<file path="src/rtl/fetch_pkg.sv">
// rtl/fetch_pkg.sv - shared constants, queue entry type and PC helper for the fetch stage
package fetch_pkg;

    localparam int XLEN = 32;
    localparam logic [XLEN-1:0] NOP_INSTR = 32'h0000_0013;

    typedef struct packed {
        logic [XLEN-1:0] instr;
        logic [XLEN-1:0] pc;
    } fetch_entry_t;

    function automatic logic [XLEN-1:0] pc_plus4(input logic [XLEN-1:0] pc);
        return pc + 32'd4;
    endfunction

endpackage

</file>
<file path="src/rtl/fetch_fifo.sv">
// rtl/fetch_fifo.sv - circular instruction queue with a registered head that holds when empty
module fetch_fifo
    import fetch_pkg::*;
#(
    parameter int QDEPTH = 2,
    localparam int AW = $clog2(QDEPTH),
    localparam int CW = AW + 1
) (
    input  logic         clk,
    input  logic         rst_n,
    input  logic         push,
    input  fetch_entry_t push_data,
    input  logic         pop,
    input  logic         flush,
    output logic [CW-1:0] count,
    output fetch_entry_t head
);

    fetch_entry_t  mem_q [QDEPTH];
    fetch_entry_t  head_q, head_d;
    logic [AW-1:0] rd_q, rd_d, wr_q, wr_d;
    logic [CW-1:0] cnt_q, cnt_d;
    logic          pop_eff;

    assign pop_eff = pop && (cnt_q != '0);

    always_comb begin
        rd_d   = rd_q;
        wr_d   = wr_q;
        cnt_d  = cnt_q;
        head_d = head_q;
        if (flush) begin
            rd_d  = '0;
            wr_d  = '0;
            cnt_d = '0;
        end else begin
            if (push)    wr_d = wr_q + AW'(1);
            if (pop_eff) rd_d = rd_q + AW'(1);
            cnt_d = cnt_q + CW'(push) - CW'(pop_eff);
            // Head only moves when something remains; the word being pushed
            // becomes head when nothing older survives this cycle.
            if (cnt_d != '0) begin
                if ((cnt_q - CW'(pop_eff)) == '0) head_d = push_data;
                else                              head_d = mem_q[rd_d];
            end
        end
    end

    always_ff @(posedge clk or negedge rst_n) begin
        if (!rst_n) begin
            rd_q   <= '0;
            wr_q   <= '0;
            cnt_q  <= '0;
            head_q <= '{instr: NOP_INSTR, pc: '0};
        end else begin
            rd_q   <= rd_d;
            wr_q   <= wr_d;
            cnt_q  <= cnt_d;
            head_q <= head_d;
        end
    end

    always_ff @(posedge clk) begin
        if (push && !flush) mem_q[wr_q] <= push_data;
    end

    assign count = cnt_q;
    assign head  = head_q;

endmodule

</file>
<file path="src/rtl/fetch_stage.sv">
// rtl/fetch_stage.sv - instruction fetch: PC, request credit, response drop and redirect flush
// Optional performance counters are enabled by defining FETCH_PERF_EN.
module fetch_stage
    import fetch_pkg::*;
#(
    parameter logic [XLEN-1:0] RESET_PC = 32'h0000_0000,
    parameter int              QDEPTH   = 2
) (
    input  logic            clk,
    input  logic            reset,
    output logic            imem_req,
    output logic [XLEN-1:0] imem_addr,
    input  logic            imem_rvalid,
    input  logic [XLEN-1:0] imem_rdata,
    input  logic            redirect_valid,
    input  logic [XLEN-1:0] redirect_pc,
    output logic            id_valid,
    input  logic            id_ready,
    output logic [XLEN-1:0] id_instr,
    output logic [XLEN-1:0] id_pc,
    output logic [XLEN-1:0] id_pcplus4
`ifdef FETCH_PERF_EN
    ,
    output logic [31:0]     perf_bubble_cnt,
    output logic [31:0]     perf_flush_cnt
`endif
);

    localparam int CW = $clog2(QDEPTH) + 1;

    logic [XLEN-1:0] pc_q, pc_d, req_pc_q, req_pc_d;
    logic            outstanding_q, outstanding_d;
    logic            drop_q, drop_d;
    logic            push;
    logic [CW-1:0]   count;
    logic [CW:0]     inflight;
    fetch_entry_t    push_entry, head;

    assign inflight   = {1'b0, count} + {{CW{1'b0}}, outstanding_q};
    assign imem_req   = reset && !redirect_valid && (inflight < (CW+1)'(QDEPTH));
    assign imem_addr  = pc_q;
    assign push_entry = '{instr: imem_rdata, pc: req_pc_q};

    always_comb begin
        pc_d          = pc_q;
        req_pc_d      = req_pc_q;
        outstanding_d = outstanding_q;
        drop_d        = drop_q;
        push          = 1'b0;
        if (redirect_valid) begin
            pc_d = redirect_pc & ~32'h3;
            // A response still on its way must be swallowed when it lands.
            outstanding_d = outstanding_q && !imem_rvalid;
            drop_d        = outstanding_q && !imem_rvalid;
        end else begin
            if (imem_rvalid && outstanding_q) begin
                outstanding_d = 1'b0;
                drop_d        = 1'b0;
                push          = !drop_q;
            end
            if (imem_req) begin
                pc_d          = pc_plus4(pc_q);
                req_pc_d      = pc_q;
                outstanding_d = 1'b1;
            end
        end
    end

    always_ff @(posedge clk or negedge reset) begin
        if (!reset) begin
            pc_q          <= RESET_PC;
            req_pc_q      <= RESET_PC;
            outstanding_q <= 1'b0;
            drop_q        <= 1'b0;
        end else begin
            pc_q          <= pc_d;
            req_pc_q      <= req_pc_d;
            outstanding_q <= outstanding_d;
            drop_q        <= drop_d;
        end
    end

    fetch_fifo #(.QDEPTH(QDEPTH)) u_fifo (
        .clk       (clk),
        .rst_n     (reset),
        .push      (push),
        .push_data (push_entry),
        .pop       (id_valid && id_ready),
        .flush     (redirect_valid),
        .count     (count),
        .head      (head)
    );

    assign id_valid   = (count != '0);
    assign id_instr   = head.instr;
    assign id_pc      = head.pc;
    assign id_pcplus4 = pc_plus4(head.pc);

`ifdef FETCH_PERF_EN
    logic [31:0] bubble_q, bubble_d, flush_q, flush_d;

    always_comb begin
        bubble_d = bubble_q + {31'b0, id_ready && !id_valid};
        flush_d  = flush_q + {31'b0, redirect_valid &&
                              (id_valid || (outstanding_q && !drop_q))};
    end

    always_ff @(posedge clk or negedge reset) begin
        if (!reset) begin
            bubble_q <= '0;
            flush_q  <= '0;
        end else begin
            bubble_q <= bubble_d;
            flush_q  <= flush_d;
        end
    end

    assign perf_bubble_cnt = bubble_q;
    assign perf_flush_cnt  = flush_q;
`endif

endmodule

</file>
<file path="config.mk">
export PLATFORM = sky130hd
export DESIGN_NAME = fetch_stage
export DESIGN_NICKNAME = d
export VERILOG_FILES = /design/src/rtl/fetch_pkg.sv /design/src/rtl/fetch_fifo.sv /design/src/rtl/fetch_stage.sv
export SDC_FILE = /design/constraint.sdc
export NUM_CORES = 1
export LEC_CHECK = 0
export ABC_AREA = 1
export BUFFER_PORTS_ARGS = -buffer_cell sky130_fd_sc_hd__buf_2
export CORE_MARGIN = 2
export CORE_UTILIZATION = 25
export DETAILED_ROUTE_END_ITERATION = 7
export PLACE_DENSITY = 0.53
export SETUP_SLACK_MARGIN = 0.2
export SLEW_MARGIN = 5
export SYNTH_ARGS = -nofsm -noshare
export SYNTH_HDL_FRONTEND = slang
export SYNTH_HIERARCHICAL = 1
export SYNTH_SLANG_ARGS = --single-unit
</file>
<file path="constraint.sdc">
create_clock -name clk -period 3.7 [get_ports clk]
set_input_delay 0.74 -clock clk [delete_from_list [all_inputs] [get_ports clk]]
set_output_delay 0.74 -clock clk [all_outputs]
set_load 0.02 [all_outputs]
</file>
==> results.txt, run 1 <==
Post-detail-place hpwl -> 26700 µm
Switching power share of the total -> 0.346
Longest Clk Path Bufs -> 3
VDD IR max -> 0.365 mV
Pwr/cell area -> 618 mW/mm²
RR Startpoint -> u_fifo/count[1]
Nets -> 1618
Die Y -> 228 µm
Tot Pwr -> 9.46 mW
Cell Count, Final, Fillers Out -> 2243
Flop pwr share -> 0.423
CTS Root Cell -> clkbuf_16
Yosys warns -> 6
Port Buffers -> 194
Per-cell routed wire length -> 17.7 µm
DR pass1 iterations -> 7
Sequential cell area -> 0.00710 mm²
DRT Wirelength -> 39700 µm
Die extent in x -> 228 µm
DRC Markers -> 0
CTS Sinks -> 258
H-tree levels -> 1
Period utilisation layout -> 0.873
Reported net switching power -> 3.27 mW
Logic gate share of total power -> 0.238
Most frequent cells in the layout -> nand3_1, nand2_1, buf_2, edfxtp_1, dfrtp_1
Worst Path Arrival -> 2.49 ns
Worst-path maximum fanout -> 6
IO Count -> 199
Vias in the first global route -> 9774
Multi-input logic area -> 0.00475 mm²
CP Data Required Time -> 2.96 ns
Cells after Synth -> 1367
Layout cells sized above 1 -> 0.201
Synth Flop Type -> edfxtp_1
Starting Density -> 0.251
Clock Skew -> 0.0174 ns
CTS tree -> yes
Final ANT Viol Nets -> 0
First-pass GRT wire length -> 60800 µm
DR vias/cell -> 4.60
DR iter-0 viols -> 742
Cell Area, Synth -> 0.0125 mm²
Highest Clock Rate -> 310 MHz
Worst setup EP type -> output pin
# placed instances -> 2184
Hold Crit Endpoint -> u_fifo/mem_q[1][61]
CP Launch Type -> flop
Placer Congestion -> 0.896
Final Critical Period -> 3.23 ns
Hold path startpoint -> imem_rdata[29]
Syn_area_per_cell -> 9.17 µm²
Asr flop ratio synth -> 0.504
Worst-case reg-to-reg path depth -> 9
Hold depth -> 1
Fillers -> 5290
EDFF count, synth -> 128
Core area -> 0.0499 mm²
Pin count of the biggest net entering global routing -> 119
Post-synthesis sequential area ratio -> 0.567
DR vias -> 10327
Synth cell types -> 40
Rows -> 82
Max Cap Viol -> 0
CP Class -> reg2out
Worst Hold Class -> in2reg
Total grt overflow -> 0
Final hold slack -> 0.370 ns
Final hold viol count -> 0
Final setup fails -> 0
Rel. slew slack -> 0.433
LEAKAGE -> 6.63 nW
RSZ-0062 raised after global routing -> no
Clk_lat worst skew -> 0.57 ns
Initial antenna violation count -> 0
Clk pin slew, worst setup/hold paths -> 0.06 ns
Inserted Clock Buffers -> 31
Most common cell after layout, fill and taps aside -> nand3_1
Post-cts resize count -> 0
R2r setup slk -> 1.13 ns
Setup TNS Final -> 0 ns
Total GRT Usage -> 0.149
Clock power frac -> 0.339
Status -> finished, final reports clean
Area Overhead vs Synth -> 22.2%
RR Endpoint -> u_fifo/head[12]
Worst slew pin tran -> 0.850 ns
Yosys reg bits -> 258
Fin. max-slew vios -> 0
Total Die Area -> 0.0519 mm²
Int Pwr -> 6.19 mW
## cells by family after synthesis
family	count (synthesis)	synth area share
adder cells (fa/ha/maj)	3	0.00300
AND/OR/NAND/NOR	878	0.331
flip-flops	258	0.567
AO/OA/AOI/OAI	50	0.0226
buffers and inverters	152	0.0592
other	1	0.000299
XOR/XNOR	25	0.0175
## worst max path at each step
stage                        start                  to  slack (ns)  cells past startpoint
CTS                 u_fifo/head[2]      id_pcplus4[30]        0.46                      7
global placement          id_ready      u_fifo/head[4]        0.91                     12
floorplan           redirect_valid  u_fifo/mem_q[0][0]        0.07                      5
detailed placement        id_ready     u_fifo/head[17]        0.84                     12
global route        u_fifo/head[2]      id_pcplus4[26]        0.28                      8
finish              u_fifo/head[3]      id_pcplus4[30]        0.47                      6
## stage by stage
step | setup slack [ns] | utilization | area (µm²)
after floorplan | 0.0716 | - | 12600
after global placement | 0.905 | 0.285 | 14200
after detailed placement | 0.837 | 0.285 | 14200
after CTS | 0.462 | 0.307 | 15300
after global routing | 0.282 | 0.307 | 15300
final | 0.471 | 0.307 | 15300
## power by group through the flow
stage	clock (mW)	combinational [mW]	sequential, mW
finish	3.21	2.25	4.00
global route	3.41	2.45	4.07
CTS	3.29	2.29	4.00
detailed placement	0	2.28	4.06
global placement	0	2.26	4.04
floorplan	0	1.00	4.28
## cells in the mapped netlist (10+ instances only)
master    instances  area share
dfrtp_1         127        0.25
nor3_1           10      0.0040
nand3_1         367        0.15
or2_2            10      0.0050
buf_6            13       0.012
buf_2            36       0.014
edfxtp_1        128        0.31
or2_1            50       0.025
xor2_1           19       0.013
clkbuf_1         15      0.0045
o21ai_0          34       0.014
nand3b_1         15      0.0090
nor2_1           76       0.023
inv_1            70       0.021
nand2_1         311       0.093
## layer usage
metal  share of wire  wire length, µm  vias to the layer above  GRT usage
li1                -                -                     4987          -
met1            0.47            18800                     4947      0.215
met2            0.44            17600                      340      0.233
met3           0.063             2500                       53     0.0260
met4           0.020              791                        0     0.0339
met5               0                0                        -          0
## timing repair
| action | 4_1_cts | 5_1_grt |
|---|---|---|
| setup buffers | 0 | 0 |
| hold endpoints to repair | 12 | 0 |
| hold buffers | 1 | 0 |
## final cells by class
type	instances	area share
sequential	258	0.464
timing repair buffer	219	0.0828
inverter	72	0.0176
clock inverter	16	0.0122
antenna	1	0.000163
clock buffer	41	0.0585
multi-input combinational	964	0.310
tap	672	0.0549
## registers in the layout, summed over array words and instances, names as in the netlist
signal         flops
u_fifo/count       2
imem_addr         30
u_fifo/mem_q     128
u_fifo/rd_q        1
outstanding_q      1
u_fifo/wr_q        1
req_pc_q          30
u_fifo/head       64
drop_q             1
## worst max-delay path: stages, from the launching register on
cell	delay [ns]
dfrtp_1	0.46
ha_1	0.35
nand3_1	0.21
nor2_1	0.42
nand3b_1	0.13
nand2_1	0.12
buf_2	0.21
(Power assumes the default switching activity.)
==> run 2: changes to the inputs <==
- BUFFER_PORTS_ARGS: -buffer_cell sky130_fd_sc_hd__buf_2 -> not set
- DONT_BUFFER_PORTS: not set -> 1
- HOLD_SLACK_MARGIN: not set -> 0.08
- PLACE_DENSITY: 0.53 -> 0.5
==> results.txt, run 2 (synthesized netlist as in run 1, its figures left out) <==
Status -> finished, violations left
Failing checks -> hold timing
Clock Skew -> 0.0186 ns
CP Class -> reg2out
Highest Clock Rate -> 307 MHz
Final hold viol count -> 127
Per-cell routed wire length -> 19.1 µm
Worst setup EP type -> output pin
DR pass1 iterations -> 6
DRC Markers -> 0
Initial antenna violation count -> 1
Rel. slew slack -> 0.411
Total Die Area -> 0.0519 mm²
Total GRT Usage -> 0.150
LEAKAGE -> 5.78 nW
CP Launch Type -> flop
DR iter-0 viols -> 670
Placer Congestion -> 0.829
Pwr/cell area -> 628 mW/mm²
RSZ-0062 raised after global routing -> no
Vias in the first global route -> 9326
DRT Wirelength -> 39200 µm
Worst slew pin tran -> 0.883 ns
Starting Density -> 0.251
Setup TNS Final -> 0 ns
CP Data Required Time -> 2.96 ns
CTS tree -> yes
RR Startpoint -> u_fifo/count[1]
Layout cells sized above 1 -> 0.0888
Fillers -> 5333
Final setup fails -> 0
Worst-path maximum fanout -> 6
Rows -> 82
Pre-CTS WS -> 0.909 ns
Area Overhead vs Synth -> 14.3%
Worst-case reg-to-reg path depth -> 11
Most common cell after layout, fill and taps aside -> nand3_1
CTS Sinks -> 258
Post CTS Setup Buffer Count -> 0
IO Count -> 199
Period utilisation layout -> 0.879
Final Critical Period -> 3.25 ns
Setup ws final -> 0.447 ns
Core area -> 0.0499 mm²
Final ANT Viol Nets -> 0
Total grt overflow -> 0
Die Y -> 228 µm
Worst Hold Class -> in2async
Clk pin slew, worst setup/hold paths -> 0.06 ns
Placed Area -> 0.0132 mm²
DR vias/cell -> 4.70
Reg with most FFs -> u_fifo/mem_q
Nets -> 1421
R2r setup slk -> 1.05 ns
Clk_lat worst skew -> 0.53 ns
DR vias -> 9618
H-tree levels -> 2
VDD IR max -> 0.249 mV
Sequential cell area -> 0.00710 mm²
Worst Path Arrival -> 2.51 ns
Post-route cell area -> 0.0143 mm²
Multi-input logic area -> 0.00476 mm²
CTS Root Cell -> clkbuf_16
Diodes inserted -> 0
First-pass GRT wire length -> 60000 µm
Die extent in x -> 228 µm
RR Endpoint -> u_fifo/head[0]
Longest Clk Path Bufs -> 3
Post-detail-place hpwl -> 25600 µm
Final hold slack -> -0.0950 ns
Fin. max-slew vios -> 0
Port Buffers -> 0
Max Cap Viol -> 0
Most frequent cells in the layout -> nand3_1, nand2_1, edfxtp_1, dfrtp_1, nor2_1
Inserted Clock Buffers -> 34
Pin count of the biggest net entering global routing -> 133
Max FFs per register -> 128
-- run 2: area by class of cell --
type                            instances  area share
Clock buffer                           48      0.0702
Clock inverter                         13     0.00699
Inverter                               72      0.0189
Multi-Input combinational cell        964       0.332
Sequential cell                       258       0.496
Tap cell                              672      0.0587
Timing Repair Buffer                   19      0.0170
-- run 2: worst max path at each step --
stage                         endpoint      startpoint  slack, ns
floorplan           u_fifo/mem_q[0][0]  redirect_valid       0.07
global placement        u_fifo/head[0]        id_ready       0.95
detailed placement     u_fifo/head[38]        id_ready       0.91
CTS                     id_pcplus4[18]  u_fifo/head[2]       0.33
global route            id_pcplus4[26]  u_fifo/head[3]       0.21
finish                  id_pcplus4[14]  u_fifo/head[3]       0.45
-- run 2: report_power, final --
group / internal [mW] / leakage (nW) / switching (mW) / total [mW]
logic: 0.413 / 2.46 / 0.781 / 1.19
registers: 3.46 / 2.78 / 1.09 / 4.55
clock network: 1.96 / 0.545 / 1.28 / 3.24
total: 5.84 / 5.78 / 3.15 / 8.99
-- run 2: worst max-delay path: stages, from the launching register on --
cell	delay [ns]
dfrtp_1	0.56
ha_1	0.37
nand3_1	0.21
nor2_1	0.39
xor2_1	0.46
-- run 2: routing by layer --
metal | track usage | vias up | share of wire
li1 | - | 4589 | -
met1 | 0.205 | 4675 | 0.46
met4 | 0.0408 | 2 | 0.019
met5 | 0 | - | 0.00033
met3 | 0.0383 | 47 | 0.069
met2 | 0.236 | 305 | 0.45
-- run 2: timing repair --
action,4_1_cts,5_1_grt
endpoints found under the hold margin,130,130
gates resized for setup,0,2
endpoints found under the setup margin,0,2
-- run 2: through the flow --
| step | total power, mW | std cells | util |
|---|---|---|---|
| after floorplan | 5.28 | 1374 | - |
| after global placement | 5.78 | 1985 | 0.265 |
| after detailed placement | 5.82 | 1985 | 0.265 |
| after CTS | 9.12 | 2046 | 0.287 |
| after global routing | 9.43 | 2046 | 0.287 |
| final | 8.99 | 2046 | 0.287 |
==> run 3: changes to the inputs <==
- CORE_ASPECT_RATIO: not set -> 2
- PLACE_DENSITY: 0.5 -> not set
==> results.txt, run 3 (synthesized netlist as in run 1, its figures left out) <==
Pwr/cell area -> 600 mW/mm²
Clk pin slew, worst setup/hold paths -> 0.07 ns
Fin. max-slew vios -> 0
DRT Wirelength -> 38300 µm
Placed Area -> 0.0132 mm²
RR Endpoint -> u_fifo/head[45]
Reg with most FFs -> u_fifo/mem_q
Area Overhead vs Synth -> 12.1%
Worst setup EP type -> output pin
DR iter-0 viols -> 596
RR Startpoint -> u_fifo/count[1]
Total grt overflow -> 0
Per-cell routed wire length -> 19.0 µm
Layout cells sized above 1 -> 0.0863
Period utilisation layout -> 0.923
Worst slew pin tran -> 0.860 ns
Inserted Clock Buffers -> 27
Failing checks -> hold timing
Final setup fails -> 0
Rows -> 116
Final Critical Period -> 3.42 ns
CP Buf/Inv Count -> 0
Rel. slew slack -> 0.426
CP Data Required Time -> 2.96 ns
Max FFs per register -> 128
Placer Congestion -> 0.905
CTS tree -> yes
Final ANT Viol Nets -> 0
Clock Skew -> 0.0170 ns
Worst-path maximum fanout -> 5
LEAKAGE -> 5.68 nW
Post-detail-place hpwl -> 26800 µm
Die Y -> 321 µm
CP peak stage delay -> 0.66 ns
Worst Path Arrival -> 2.68 ns
VDD IR max -> 0.410 mV
Core area -> 0.0498 mm²
Top delay family on crit path -> simple AND/OR/NAND/NOR gates
Worst-case reg-to-reg path depth -> 11
Fin util -> 0.282
Setup TNS Final -> 0 ns
Fillers -> 5203
Initial antenna violation count -> 0
H-tree levels -> 1
Most common cell after layout, fill and taps aside -> nand3_1
CP max-delay cell -> dfrtp_1
DR vias/cell -> 4.71
Final hold viol count -> 127
Cell repeated most along the worst path -> nand2_1
DR pass1 iterations -> 8
Status -> finished, violations left
IO Count -> 199
Tot Pwr -> 8.42 mW
CTS Sinks -> 258
First-pass GRT wire length -> 57700 µm
Die extent in x -> 162 µm
Nets -> 1419
RSZ-0062 raised after global routing -> no
CP Launch Type -> flop
Port Buffers -> 0
Total Die Area -> 0.0520 mm²
Post-route cell area -> 0.0140 mm²
Vias in the first global route -> 9653
CP Class -> reg2out
Highest Clock Rate -> 293 MHz
Starting Density -> 0.252
Final hold slack -> -0.120 ns
Max Cap Viol -> 0
Diodes inserted -> 0
DR vias -> 9501
Most frequent cells in the layout -> nand3_1, nand2_1, edfxtp_1, dfrtp_1, nor2_1
Clk_lat worst skew -> 0.57 ns
Longest Clk Path Bufs -> 3
Worst Hold Class -> in2async
DRC Markers -> 0
R2r setup slk -> 1.20 ns
Post CTS Setup Buffer Count -> 0
CTS Root Cell -> clkbuf_16
CP cell instances -> nand2_1, nor3_1, nand2_1, nor2_1, xor2_1
Pin count of the biggest net entering global routing -> 133
Total GRT Usage -> 0.145
run 3: cell count changes in the layout (fill, tap and decap cells not counted), moves of 2 or more:
cell / delta
buf_4: +8
buf_12: -3
clkinv_4: +2
clkbuf_8: -4
clkbuf_16: -8
run 3: how the worst max path moves through the flow:
| stage | end | cells after the start | slack, ns | from |
|---|---|---|---|---|
| 2_1_floorplan | u_fifo/mem_q[0][0] | 5 | 0.07 | redirect_valid |
| 5_1_grt | id_pcplus4[16] | 5 | 0.21 | u_fifo/head[7] |
| 3_3_place_gp | id_pcplus4[19] | 6 | 0.83 | u_fifo/head[4] |
| 4_1_cts | id_pcplus4[16] | 5 | 0.26 | u_fifo/head[6] |
| 3_5_place_dp | id_pcplus4[19] | 6 | 0.80 | u_fifo/head[4] |
| 6_report | id_pcplus4[16] | 5 | 0.28 | u_fifo/head[7] |
run 3: cell type report:
type                    instances  area [µm²]  share of cell area
clock buffers                  35         746              0.0531
repair buffers                 24         243              0.0173
well taps                     649         812              0.0578
inverters                      72         270              0.0192
multi-input cells             964        4760               0.339
clock inverters                14         110             0.00784
flip-flops and latches        258        7100               0.506
run 3: stage by stage:
stage / worst slack (ns) / cells
after global routing: 0.208 / 2016
final: 0.284 / 2016
after floorplan: 0.0716 / 1374
after CTS: 0.264 / 2016
after global placement: 0.826 / 1967
after detailed placement: 0.797 / 1967
run 3: report_power, final:
part / total [mW] / internal (mW) / switching (mW) / leakage (nW)
registers: 4.47 / 3.46 / 1.01 / 2.78
logic: 1.30 / 0.442 / 0.860 / 2.48
clock network: 2.65 / 1.49 / 1.16 / 0.422
total: 8.42 / 5.39 / 3.03 / 5.68
run 3: metal layers:
layer | GRT usage | vias up | wire [µm]
met5 | 0 | - | 0
met4 | 0.0773 | 0 | 1930
met3 | 0.0253 | 85 | 2040
li1 | - | 4556 | -
met1 | 0.146 | 4545 | 13400
met2 | 0.279 | 315 | 20900
run 3: worst register-to-register path, cell delays in order, from the launching register on:
cell	delay [ns]
dfrtp_1	0.53
o21a_1	0.28
o21ai_2	0.13
nand2_1	0.14
nand2_1	0.07
ha_1	0.19
inv_1	0.05
nand2_1	0.06
nand3_2	0.07
buf_4	0.59
nand3_1	0.22
nand2_1	0.11
run 3: what timing repair did:
| action | 4_1_cts | 5_1_grt |
|---|---|---|
| endpoints found under the hold margin | 130 | 127 |
| endpoints found under the setup margin | 1 | 1 |
| pin swaps | 0 | 0 |
| gates resized for setup | 1 | 2 |
